==> src/rtl/pc_gen_pkg.sv <==
// Shared types and constants for the program-counter generator.
package pc_gen_pkg;

  localparam int unsigned REG_LEN     = 32;
  localparam int unsigned INSTR_BYTES = 4;

  typedef enum logic [1:0] {
    PcBoot,
    PcRun,
    PcSquash
  } pc_state_e;

endpackage

==> src/rtl/pc_gen.sv <==
// Program-counter sequencer: boot wait, +4 advance, stall hold, redirect, and squash
// window covering the instructions already in flight downstream.
module pc_gen
  import pc_gen_pkg::*;
#(
  parameter logic [REG_LEN-1:0] ResetVector = 32'h0000_0000,
  parameter int unsigned        FlushCycles = 2
) (
  input  logic               clk_i,
  input  logic               rst_ni,
  input  logic               stall_i,
  input  logic               redirect_i,
  input  logic [REG_LEN-1:0] target_i,
  output logic [REG_LEN-1:0] pc_o,
  output logic               pc_valid_o,
  output logic               flush_o,
  output logic               misaligned_o
);

  pc_state_e          state_q, state_d;
  logic [REG_LEN-1:0] pc_q, pc_d;
  logic [2:0]         cnt_q, cnt_d;
  logic               valid_q, valid_d;
  logic               flush_q, flush_d;
  logic               mis_q, mis_d;
  logic [REG_LEN-1:0] pc_inc;

  assign pc_inc = pc_q + REG_LEN'(INSTR_BYTES);

  always_comb begin
    state_d = state_q;
    pc_d    = pc_q;
    cnt_d   = cnt_q;
    valid_d = 1'b0;
    flush_d = 1'b0;
    mis_d   = 1'b0;
    unique case (state_q)
      PcBoot: begin
        // Covers the synchronous imem read latency; inputs are ignored here.
        state_d = PcRun;
        valid_d = 1'b1;
      end
      PcRun, PcSquash: begin
        if (redirect_i) begin
          state_d = PcSquash;
          pc_d    = {target_i[REG_LEN-1:2], 2'b00};
          cnt_d   = 3'(FlushCycles);
          flush_d = 1'b1;
          mis_d   = |target_i[1:0];
        end else if (state_q == PcRun) begin
          if (!stall_i) begin
            pc_d    = pc_inc;
            valid_d = 1'b1;
          end
        end else begin
          flush_d = 1'b1;
          if (!stall_i) begin
            pc_d  = pc_inc;
            cnt_d = cnt_q - 3'd1;
            if (cnt_q == 3'd1) begin
              state_d = PcRun;
              valid_d = 1'b1;
              flush_d = 1'b0;
            end
          end
        end
      end
      default: state_d = PcBoot;
    endcase
  end

  always_ff @(posedge clk_i or negedge rst_ni) begin
    if (!rst_ni) begin
      state_q <= PcBoot;
      pc_q    <= ResetVector;
      cnt_q   <= 3'd0;
      valid_q <= 1'b0;
      flush_q <= 1'b0;
      mis_q   <= 1'b0;
    end else begin
      state_q <= state_d;
      pc_q    <= pc_d;
      cnt_q   <= cnt_d;
      valid_q <= valid_d;
      flush_q <= flush_d;
      mis_q   <= mis_d;
    end
  end

  assign pc_o         = pc_q;
  assign pc_valid_o   = valid_q;
  assign flush_o      = flush_q;
  assign misaligned_o = mis_q;

endmodule

==> config.mk <==
export PLATFORM = sky130hd
export DESIGN_NAME = pc_gen
export DESIGN_NICKNAME = d
export VERILOG_FILES = /design/src/rtl/pc_gen_pkg.sv /design/src/rtl/pc_gen.sv
export SDC_FILE = /design/constraint.sdc
export NUM_CORES = 1
export LEC_CHECK = 0
export ABC_AREA = 1
export BUFFER_PORTS_ARGS = -buffer_cell sky130_fd_sc_hd__buf_2
export CAP_MARGIN = 20
export CELL_PAD_IN_SITES_DETAIL_PLACEMENT = 0
export CELL_PAD_IN_SITES_GLOBAL_PLACEMENT = 1
export CORE_AREA = 2 2 95 88
export CTS_CLUSTER_DIAMETER = 50
export DETAILED_ROUTE_END_ITERATION = 8
export DIE_AREA = 0 0 97 90
export GPL_ROUTABILITY_DRIVEN = 0
export PLACE_DENSITY = 0.89
export RECOVER_POWER = 25
export SYNTH_ARGS = -nofsm -noshare
export SYNTH_HDL_FRONTEND = slang
export SYNTH_SLANG_ARGS = --single-unit
==> constraint.sdc <==
create_clock -name clk_i -period 2 [get_ports clk_i]
set_input_delay 0.4 -clock clk_i [delete_from_list [all_inputs] [get_ports clk_i]]
set_output_delay 0.4 -clock clk_i [all_outputs]
set_load 0.01 [all_outputs]
==> results of run 1 <==
## cell usage after synthesis
cell type / n
buf_4: 3
xnor2_1: 2
o21ai_0: 24
nor2_4: 2
nand2_2: 4
nand4_1: 3
nor3_1: 3
inv_2: 2
nand3_2: 1
o21bai_1: 1
a22o_1: 1
dfrtp_1: 38
or2_2: 3
inv_1: 43
buf_2: 7
a211oi_1: 2
xor2_1: 1
a31oi_1: 2
ha_1: 6
nand2_1: 135
nor3b_1: 1
a21oi_1: 14
and2_1: 3
a22oi_1: 1
nand2_4: 2
nor2_8: 3
conb_1: 1
nand3_1: 34
clkbuf_1: 3
o211ai_1: 4
nor2_1: 80
nor2_2: 4
## per-stage QoR
stage               worst slack [ps]  utilization  hold WS, ps  power (mW)  cells
floorplan                        396            -          104        3.46    434
global placement                 194        0.417          300        4.32    595
detailed placement               132        0.417          304        4.38    595
CTS                             99.9        0.437          305        5.25    604
global route                    53.6        0.436          334        5.72    604
finish                           177        0.436          305        5.22    604
## critical path: cells and delay by family, from the launching register on
family	cells	cell delay, ps
AO/OA/AOI/OAI	2	310
buffers and inverters	4	400
adder cells (fa/ha/maj)	1	380
AND/OR/NAND/NOR	2	270
flip-flops	1	400
## layout make-up
class | count | area share
clock buffer | 6 | 0.0243
clock inverter | 2 | 0.0177
sequential | 38 | 0.280
multi-input combinational | 338 | 0.471
timing repair buffer | 76 | 0.120
inverter | 45 | 0.0504
tap | 99 | 0.0364
## cells by family (layout without fill, tap and decap cells)
| kind of cell | after synthesis | in the layout |
|---|---|---|
| compound gates | 49 | 49 |
| fa+ha+maj | 6 | 6 |
| buf+inv | 58 | 129 |
| other cells | 1 | 2 |
| xor+xnor | 3 | 3 |
| flops | 38 | 38 |
| simple gates | 278 | 278 |
## sequential cells by signal, indices dropped and copies added (netlist names)
register and count:
flush_o 1, cnt_q 3, state_q 2, pc_o 30, misaligned_o 1, pc_valid_o 1
## worst min path at each step
stage	slack, ps	endpoint	startpoint	cells after the start
detailed placement	300	pc_o[31]	rst_ni	1
global route	330	misaligned_o	target_i[0]	3
global placement	300	pc_o[31]	rst_ni	1
CTS	310	misaligned_o	target_i[0]	3
finish	310	misaligned_o	target_i[0]	3
floorplan	100	cnt_q[0]	rst_ni	0
## metal layers
metal	vias up	routed length, µm	share of wire
met5	-	0	0
met4	0	85	0.011
met3	8	383	0.048
met2	73	3800	0.48
met1	1320	3670	0.46
li1	1498	-	-
## power by group
group	switching [mW]	internal [mW]	total (mW)
clock network	0.314	0.533	0.846
logic	1.73	0.986	2.71
registers	0.503	1.16	1.66
total	2.55	2.67	5.22
## repair_timing
| item | CTS | global route |
|---|---|---|
| hold buffers | 1 | 0 |
| setup endpoints to repair | 0 | 1 |
| gates resized for setup | 0 | 2 |
| endpoints found under the hold margin | 11 | 0 |
==> results.py, run 1 <==
metrics = {
    "status": {
        "status": "complete, no violations",
    },
    "floorplan": {
        "die_width_um": 97,
        "coreArea_um2": 7800,
        "die_h_um": 90,
        "ios": 71,
        "rows": 31,
        "dieArea_um2": 8730,
        "initial_core_util": 0.357,
    },
    "layout": {
        "area_growth_pct": 22.0,
        "antenna_cells": 0,
        "final_layout_size_suffix_gt1_frac": 0.204,
        "final_cell_mix": "135 x nand2_1, 80 x nor2_1, 67 x buf_2",
        "final_common_cell": "nand2_1",
        "multi_input_area_um2": 1600,
        "nNetsFinal": 546,
        "final_cell_area_um2": 3400,
        "final-seq-area_um2": 951,
        "fillers": 843,
    },
    "critical_path": {
        "cp-startpoint": "state_q[0]",
        "critical_path.max_stage_delay_ps": 400,
        "timing.rr.start": "state_q[0]",
        "crit_fanout": 15,
        "crit_end": "pc_o[5]",
        "startpoint_type": "flop",
        "critPathRequiredTime_ps": 2250,
        "worstPathArrival_ps": 2070,
        "critPathCaptureType": "flop",
        "slowest_stage": "dfrtp_1",
        "crit_type": "reg2reg",
        "reg2regPathDepth": 9,
        "crit_top_cell": "inv_1",
        "cp_cell_sequence": "inv_1 > ha_1 > inv_1 > nor2_8 > nor2_8 > inv_4 > o21ai_0 > a22o_1 > inv_1",
        "r2r_setup_slack_ps": 180,
        "rr_endpoint": "pc_o[5]",
    },
    "synthesis": {
        "synth_top_area_share": 0.341,
        "synth_warnings": 0,
        "yosysTopAreaCell": "dfrtp_1",
        "syn_area_per_cell_um2": 6.44,
        "synthSimpleGateAreaFrac": 0.438,
        "synth_top_family_by_area": "simple AND/OR/NAND/NOR gates",
        "ys_ff_latch": 38,
        "synth.area.mux_share": 0,
        "synth-seq-area-share": 0.341,
        "synth_cell_types": 32,
        "synth_xor_area_frac": 0.00943,
        "synth_area_leaders": "dfrtp_1 34%, nand2_1 18%, nor2_1 11%, nand3_1 6.1%, inv_1 5.8%",
        "synthAdderAreaFrac": 0.0269,
        "syn_inst": 433,
        "syn-cell-area_um2": 2790,
        "synth_compound_area_frac": 0.0974,
    },
    "sta": {
        "worst_slew_pin_slew_ps": 690,
        "setup_viol": 0,
        "rsz0062_at_grt": "no",
        "finalSetupTns_ps": 0,
        "slew_headroom": 0.540,
        "post-route-min-period_ps": 1820,
        "final-max-slew-violation-count": 0,
        "hold_viol": 0,
        "fin_crit_sh": 0.911,
        "skew_ps": 3.92,
        "max_freq_ghz": 0.549,
    },
    "drt": {
        "drt_wl_total_um": 7930,
        "num_vias": 2899,
        "route.detailed.drc": 0,
        "via_per_inst": 4.80,
        "drt_iter0_drc": 164,
        "final_antenna_net_count": 0,
        "post_drt_wl_per_cell_um": 13.1,
        "first_pass_iters": 4,
    },
    "clock_network": {
        "clock-sinks": 38,
        "cts_tree": "built",
        "cts_buffer_depth": 2,
        "cts_max_level": 2,
        "clkTransAtPathRegs_ps": 80,
        "clockRootBuffer": "clkbuf_8",
        "cts_made_buffers": 5,
        "clock_latency_ps": 300,
        "post-cts-setup-buffers": 0,
    },
    "global_route": {
        "grt_pass1_wl_um": 13300,
        "use_met3": 0.0397,
        "overflow": 0,
        "grt_pass1_vias": 2852,
        "use_met1": 0.244,
        "grt_max_degree": 51,
        "antenna_found_initial": 0,
        "top_usage_layer": "met2",
        "grtUsageMet2": 0.310,
        "track_usage": 0.185,
    },
    "place": {
        "dp_hpwl_um": 6040,
        "io_buffers": 68,
        "placed_area_um2": 3250,
    },
    "power_and_ir_drop": {
        "cellLeakagePower_nw": 1.73,
        "peakVddDrop_v": 0.000626,
        "power_density_nw_per_um2": 1540,
    },
    "flow_run": {
        "cap_viol_max_count": 0,
    },
    "min_path": {
        "hp-class": "in2reg",
    },
}
Power figures use the tool's default switching activity.
==> run 2: changes to the inputs <==
Settings changed: CORE_AREA 2 2 95 88 to 2 2 90 92, DIE_AREA 0 0 97 90 to 0 0 92 94, PLACE_DENSITY 0.89 to 0.9, SLEW_MARGIN set to 30.
Clock period 2 ns to 1.8 ns, I/O delays scaled along.
==> results.py, run 2 (same netlist as run 1, synthesis figures left out) <==
metrics = {
    "global_route": {
        "grt_pass1_vias": 2803,
        "grt_pass1_wl_um": 13200,
        "overflow": 0,
        "antenna_found_initial": 0,
        "track_usage": 0.190,
        "grt_max_degree": 20,
    },
    "layout": {
        "area_growth_pct": 22.9,
        "fillers": 810,
        "final_cell_mix": "135 x nand2_1, 79 x nor2_1, 67 x buf_2",
        "largest_register_ffs": 30,
        "antenna_cells": 0,
        "final_common_cell": "nand2_1",
        "nNetsFinal": 555,
        "final_layout_size_suffix_gt1_frac": 0.228,
    },
    "drt": {
        "via_per_inst": 4.73,
        "final_antenna_net_count": 0,
        "first_pass_iters": 4,
        "drt_iter0_drc": 132,
        "post_drt_wl_per_cell_um": 12.7,
        "route.detailed.drc": 0,
        "num_vias": 2915,
        "drt_wl_total_um": 7830,
    },
    "sta": {
        "max_freq_ghz": 0.600,
        "skew_ps": 8.48,
        "hold_slack_ps": 266,
        "rsz0062_at_grt": "no",
        "setup_viol": 0,
        "slew_headroom": 0.387,
        "worst_slew_pin_slew_ps": 919,
        "post-route-min-period_ps": 1670,
        "hold_viol": 0,
        "final-max-slew-violation-count": 0,
        "finalSetupTns_ps": 0,
        "fin_crit_sh": 0.926,
    },
    "place": {
        "dp_hpwl_um": 6120,
        "io_buffers": 68,
    },
    "floorplan": {
        "initial_core_util": 0.366,
        "die_width_um": 92,
        "dieArea_um2": 8650,
        "rows": 32,
        "coreArea_um2": 7610,
        "die_h_um": 94,
        "ios": 71,
    },
    "critical_path": {
        "startpoint_type": "flop",
        "crit_fanout": 8,
        "timing.rr.start": "state_q[1]",
        "crit_type": "reg2reg",
        "rr_endpoint": "pc_o[7]",
        "cp-startpoint": "state_q[1]",
        "crit_end": "pc_o[7]",
        "critPathRequiredTime_ps": 2050,
        "r2r_setup_slack_ps": 130,
        "reg2regPathDepth": 9,
        "critPathCaptureType": "flop",
        "worstPathArrival_ps": 1910,
    },
    "power_and_ir_drop": {
        "p_int_mw": 2.80,
        "p_total_mw": 5.63,
        "seqPwrFrac": 0.323,
        "peakVddDrop_v": 0.000498,
        "cellLeakagePower_nw": 1.74,
        "swShare": 0.502,
        "p_switching_mw": 2.83,
        "power_density_nw_per_um2": 1640,
        "clockPowerShare": 0.114,
        "pwr-share-comb": 0.563,
    },
    "clock_network": {
        "clock-sinks": 38,
        "clockRootBuffer": "clkbuf_8",
        "clkTransAtPathRegs_ps": 80,
        "cts_made_buffers": 5,
        "post-cts-setup-buffers": 0,
        "cts_tree": "built",
        "cts_max_level": 2,
        "clock_latency_ps": 300,
        "cts_buffer_depth": 2,
    },
    "status": {
        "status": "complete, no violations",
    },
    "min_path": {
        "hp-class": "in2reg",
        "hp-start": "target_i[0]",
    },
    "flow_run": {
        "cap_viol_max_count": 0,
    },
}
==> run 2: cell count changes in the layout (fill, tap and decap cells not counted), moves of 2 or more <==
cell       before  now
bufinv_16       2    0
ha_2            0    2
buf_4           4   14
ha_1            6    4
==> run 2: worst min-delay path by stage <==
stage,to,cells after the start
3_3_place_gp,pc_o[28],1
5_1_grt,misaligned_o,3
2_1_floorplan,cnt_q[0],0
4_1_cts,misaligned_o,3
6_report,misaligned_o,3
3_5_place_dp,pc_o[24],1
==> run 2: stage by stage <==
stage,worst slack [ps],instance area (µm²),util,instances
after CTS,31.2,3410,0.449,616
after floorplan,196,2790,-,434
final,132,3430,0.450,616
after global placement,116,3310,0.435,607
after global routing,1.83,3430,0.450,616
after detailed placement,54.0,3310,0.435,607
==> run 2: layout make-up <==
type	instances	area [µm²]	share of cell area
multi-input combinational	338	1610	0.470
sequential	38	952	0.278
timing repair buffer	85	470	0.137
inverter	45	171	0.0500
tap	102	128	0.0373
clock buffer	6	82.6	0.0241
clock inverter	2	12.5	0.00365
==> run 2: power groups by stage <==
stage	clock (mW)	combinational, mW	sequential [mW]
4_1_cts	0.669	3.15	1.81
2_1_floorplan	0	1.97	1.88
5_1_grt	0.701	3.62	1.90
6_report	0.642	3.17	1.82
3_3_place_gp	0	3.07	1.82
3_5_place_dp	0	3.14	1.83
==> run 2: critical path: stages, from the launching register on <==
cell	delay, ps
dfrtp_1	360
inv_1	70
ha_2	390
inv_2	80
nor2_8	120
buf_4	180
inv_1	90
o211ai_1	200
nand2_1	70
inv_1	50
==> run 2: routing by layer <==
metal	share of wire	routed length, µm	track usage	vias up
met4	0.0097	76	0.0498	0
met5	0	0	0	-
li1	-	-	-	1526
met3	0.051	399	0.0249	7
met2	0.48	3730	0.320	71
met1	0.46	3630	0.258	1311
==> run 2: timing repair <==
action / in CTS / in global routing
endpoints found under the hold margin: 14 / 0
hold buffers: 1 / 0
gates resized for setup: 0 / 8
endpoints found under the setup margin: 0 / 18
==> run 3: changes to the inputs <==
==> constraint.sdc (replaced) <==
create_clock -name clk_i -period 1.8 [get_ports clk_i]
set_input_delay 0 -clock clk_i [delete_from_list [all_inputs] [get_ports clk_i]]
set_output_delay 0 -clock clk_i [all_outputs]
set_load 0.01 [all_outputs]
==> results.py, run 3 (same netlist as run 1, synthesis figures left out) <==
metrics = {
    "status": {
        "status": "complete, no violations",
    },
    "layout": {
        "antenna_cells": 0,
        "fillers": 831,
        "final_layout_size_suffix_gt1_frac": 0.220,
        "nNetsFinal": 554,
        "final_cell_mix": "135 x nand2_1, 79 x nor2_1, 67 x buf_2",
        "largest_register_ffs": 30,
        "final_common_cell": "nand2_1",
        "multi_input_area_um2": 1610,
        "final-seq-area_um2": 952,
        "area_growth_pct": 24.2,
    },
    "drt": {
        "first_pass_iters": 4,
        "via_per_inst": 4.71,
        "num_vias": 2897,
        "route.detailed.drc": 0,
        "post_drt_wl_per_cell_um": 13.1,
        "drt_wl_total_um": 8050,
        "drt_iter0_drc": 157,
        "final_antenna_net_count": 0,
    },
    "critical_path": {
        "r2r_setup_slack_ps": 100,
        "worstPathArrival_ps": 1940,
        "critPathCaptureType": "flop",
        "timing.rr.start": "state_q[0]",
        "crit_fanout": 8,
        "startpoint_type": "flop",
        "crit_type": "reg2reg",
        "critical_path.max_stage_delay_ps": 390,
        "slowest_stage": "dfrtp_1",
        "crit_top_cell": "inv_1",
        "cp-startpoint": "state_q[0]",
        "reg2regPathDepth": 9,
        "critPathRequiredTime_ps": 2030,
        "rr_endpoint": "pc_o[16]",
        "cp_cell_sequence": "inv_1 > ha_2 > inv_2 > nor2_8 > buf_4 > inv_1 > o211ai_1 > nand2_1 > inv_1",
    },
    "sta": {
        "fin_crit_sh": 0.946,
        "slew_headroom": 0.120,
        "hold_viol": 0,
        "worst_slew_pin_slew_ps": 1320,
        "post-route-min-period_ps": 1700,
        "rsz0062_at_grt": "yes",
        "skew_ps": 5.04,
        "hold_slack_ps": 4.42,
        "setup_viol": 0,
        "final-max-slew-violation-count": 0,
        "max_freq_ghz": 0.588,
    },
    "clock_network": {
        "cts_tree": "built",
        "clkTransAtPathRegs_ps": 80,
        "clock_latency_ps": 290,
        "cts_buffer_depth": 2,
        "clock-sinks": 38,
        "cts_max_level": 2,
        "cts_made_buffers": 5,
        "clockRootBuffer": "clkbuf_8",
    },
    "power_and_ir_drop": {
        "power_density_nw_per_um2": 1660,
        "peakVddDrop_v": 0.000497,
        "cellLeakagePower_nw": 1.76,
        "p_total_mw": 5.74,
    },
    "global_route": {
        "antenna_found_initial": 0,
        "track_usage": 0.199,
        "grt_max_degree": 22,
        "overflow": 0,
        "grt_pass1_vias": 2969,
        "grt_pass1_wl_um": 13800,
    },
    "floorplan": {
        "die_width_um": 92,
        "initial_core_util": 0.366,
        "rows": 32,
        "coreArea_um2": 7610,
        "dieArea_um2": 8650,
        "ios": 71,
        "die_h_um": 94,
    },
    "min_path": {
        "holdPathEnd": "pc_o[17]",
        "holdPathStages": 3,
        "hp-start": "target_i[17]",
        "hp-class": "in2reg",
    },
    "place": {
        "dp_hpwl_um": 6240,
        "io_buffers": 68,
    },
    "flow_run": {
        "cap_viol_max_count": 0,
    },
}
-- run 3: cell types whose count changed in the layout (fill, tap and decap cells not counted), sizes merged --
cell         before  now
clkinvlp          1    0
buf              82   79
clkbuf            8    9
clkinv            1    0
dlygate4sd3       1    4
-- run 3: worst max path at each step --
stage	to	slack (ps)	depth (start not counted)
CTS	pc_o[16]	5	9
finish	pc_o[16]	100	9
global placement	pc_o[6]	90	10
global route	pc_o[6]	-4	10
detailed placement	pc_o[16]	30	9
floorplan	pc_o[12]	200	9
-- run 3: repair_timing --
item	in CTS	in global routing
endpoints found under the setup margin	0	24
buffers inserted	0	0
hold endpoints to repair	21	0
hold buffers	4	0
gates resized for setup	0	8
-- run 3: routing by layer --
metal / vias up / wire, µm / track usage
met4: 0 / 108 / 0.0485
met5: - / 0 / 0
met1: 1301 / 3610 / 0.255
met2: 68 / 3920 / 0.355
met3: 8 / 407 / 0.0273
li1: 1520 / - / -
-- run 3: report_power, final --
| group | internal, mW | switching [mW] |
|---|---|---|
| combinational | 1.21 | 1.99 |
| clock | 0.388 | 0.323 |
| sequential | 1.29 | 0.542 |
-- run 3: stage by stage --
stage / std cells / cell area, µm² / TNS [ps] / utilization / setup slack (ps)
after floorplan: 434 / 2790 / 0 / - / 196
after global placement: 603 / 3290 / 0 / 0.433 / 89.3
after detailed placement: 603 / 3290 / 0 / 0.433 / 31.4
after CTS: 615 / 3440 / 0 / 0.452 / 4.79
after global routing: 615 / 3460 / -3.99 / 0.455 / -3.99
final: 615 / 3460 / 0 / 0.455 / 97.9
-- run 3: worst max-delay path: cells and delay by family, from the launching register on --
family	cells	cell delay, ps
AOI/OAI and AO/OA	1	200
adders and majority gates	1	380
buffers and inverters	5	480
DFF	1	390
and+or+nand+nor	2	190
-- run 3: layout make-up --
cell class / count / area share
multi-input combinational: 338 / 0.465
sequential: 38 / 0.275
timing repair buffer: 84 / 0.141
inverter: 45 / 0.0495
tap: 102 / 0.0369
clock buffer: 8 / 0.0318
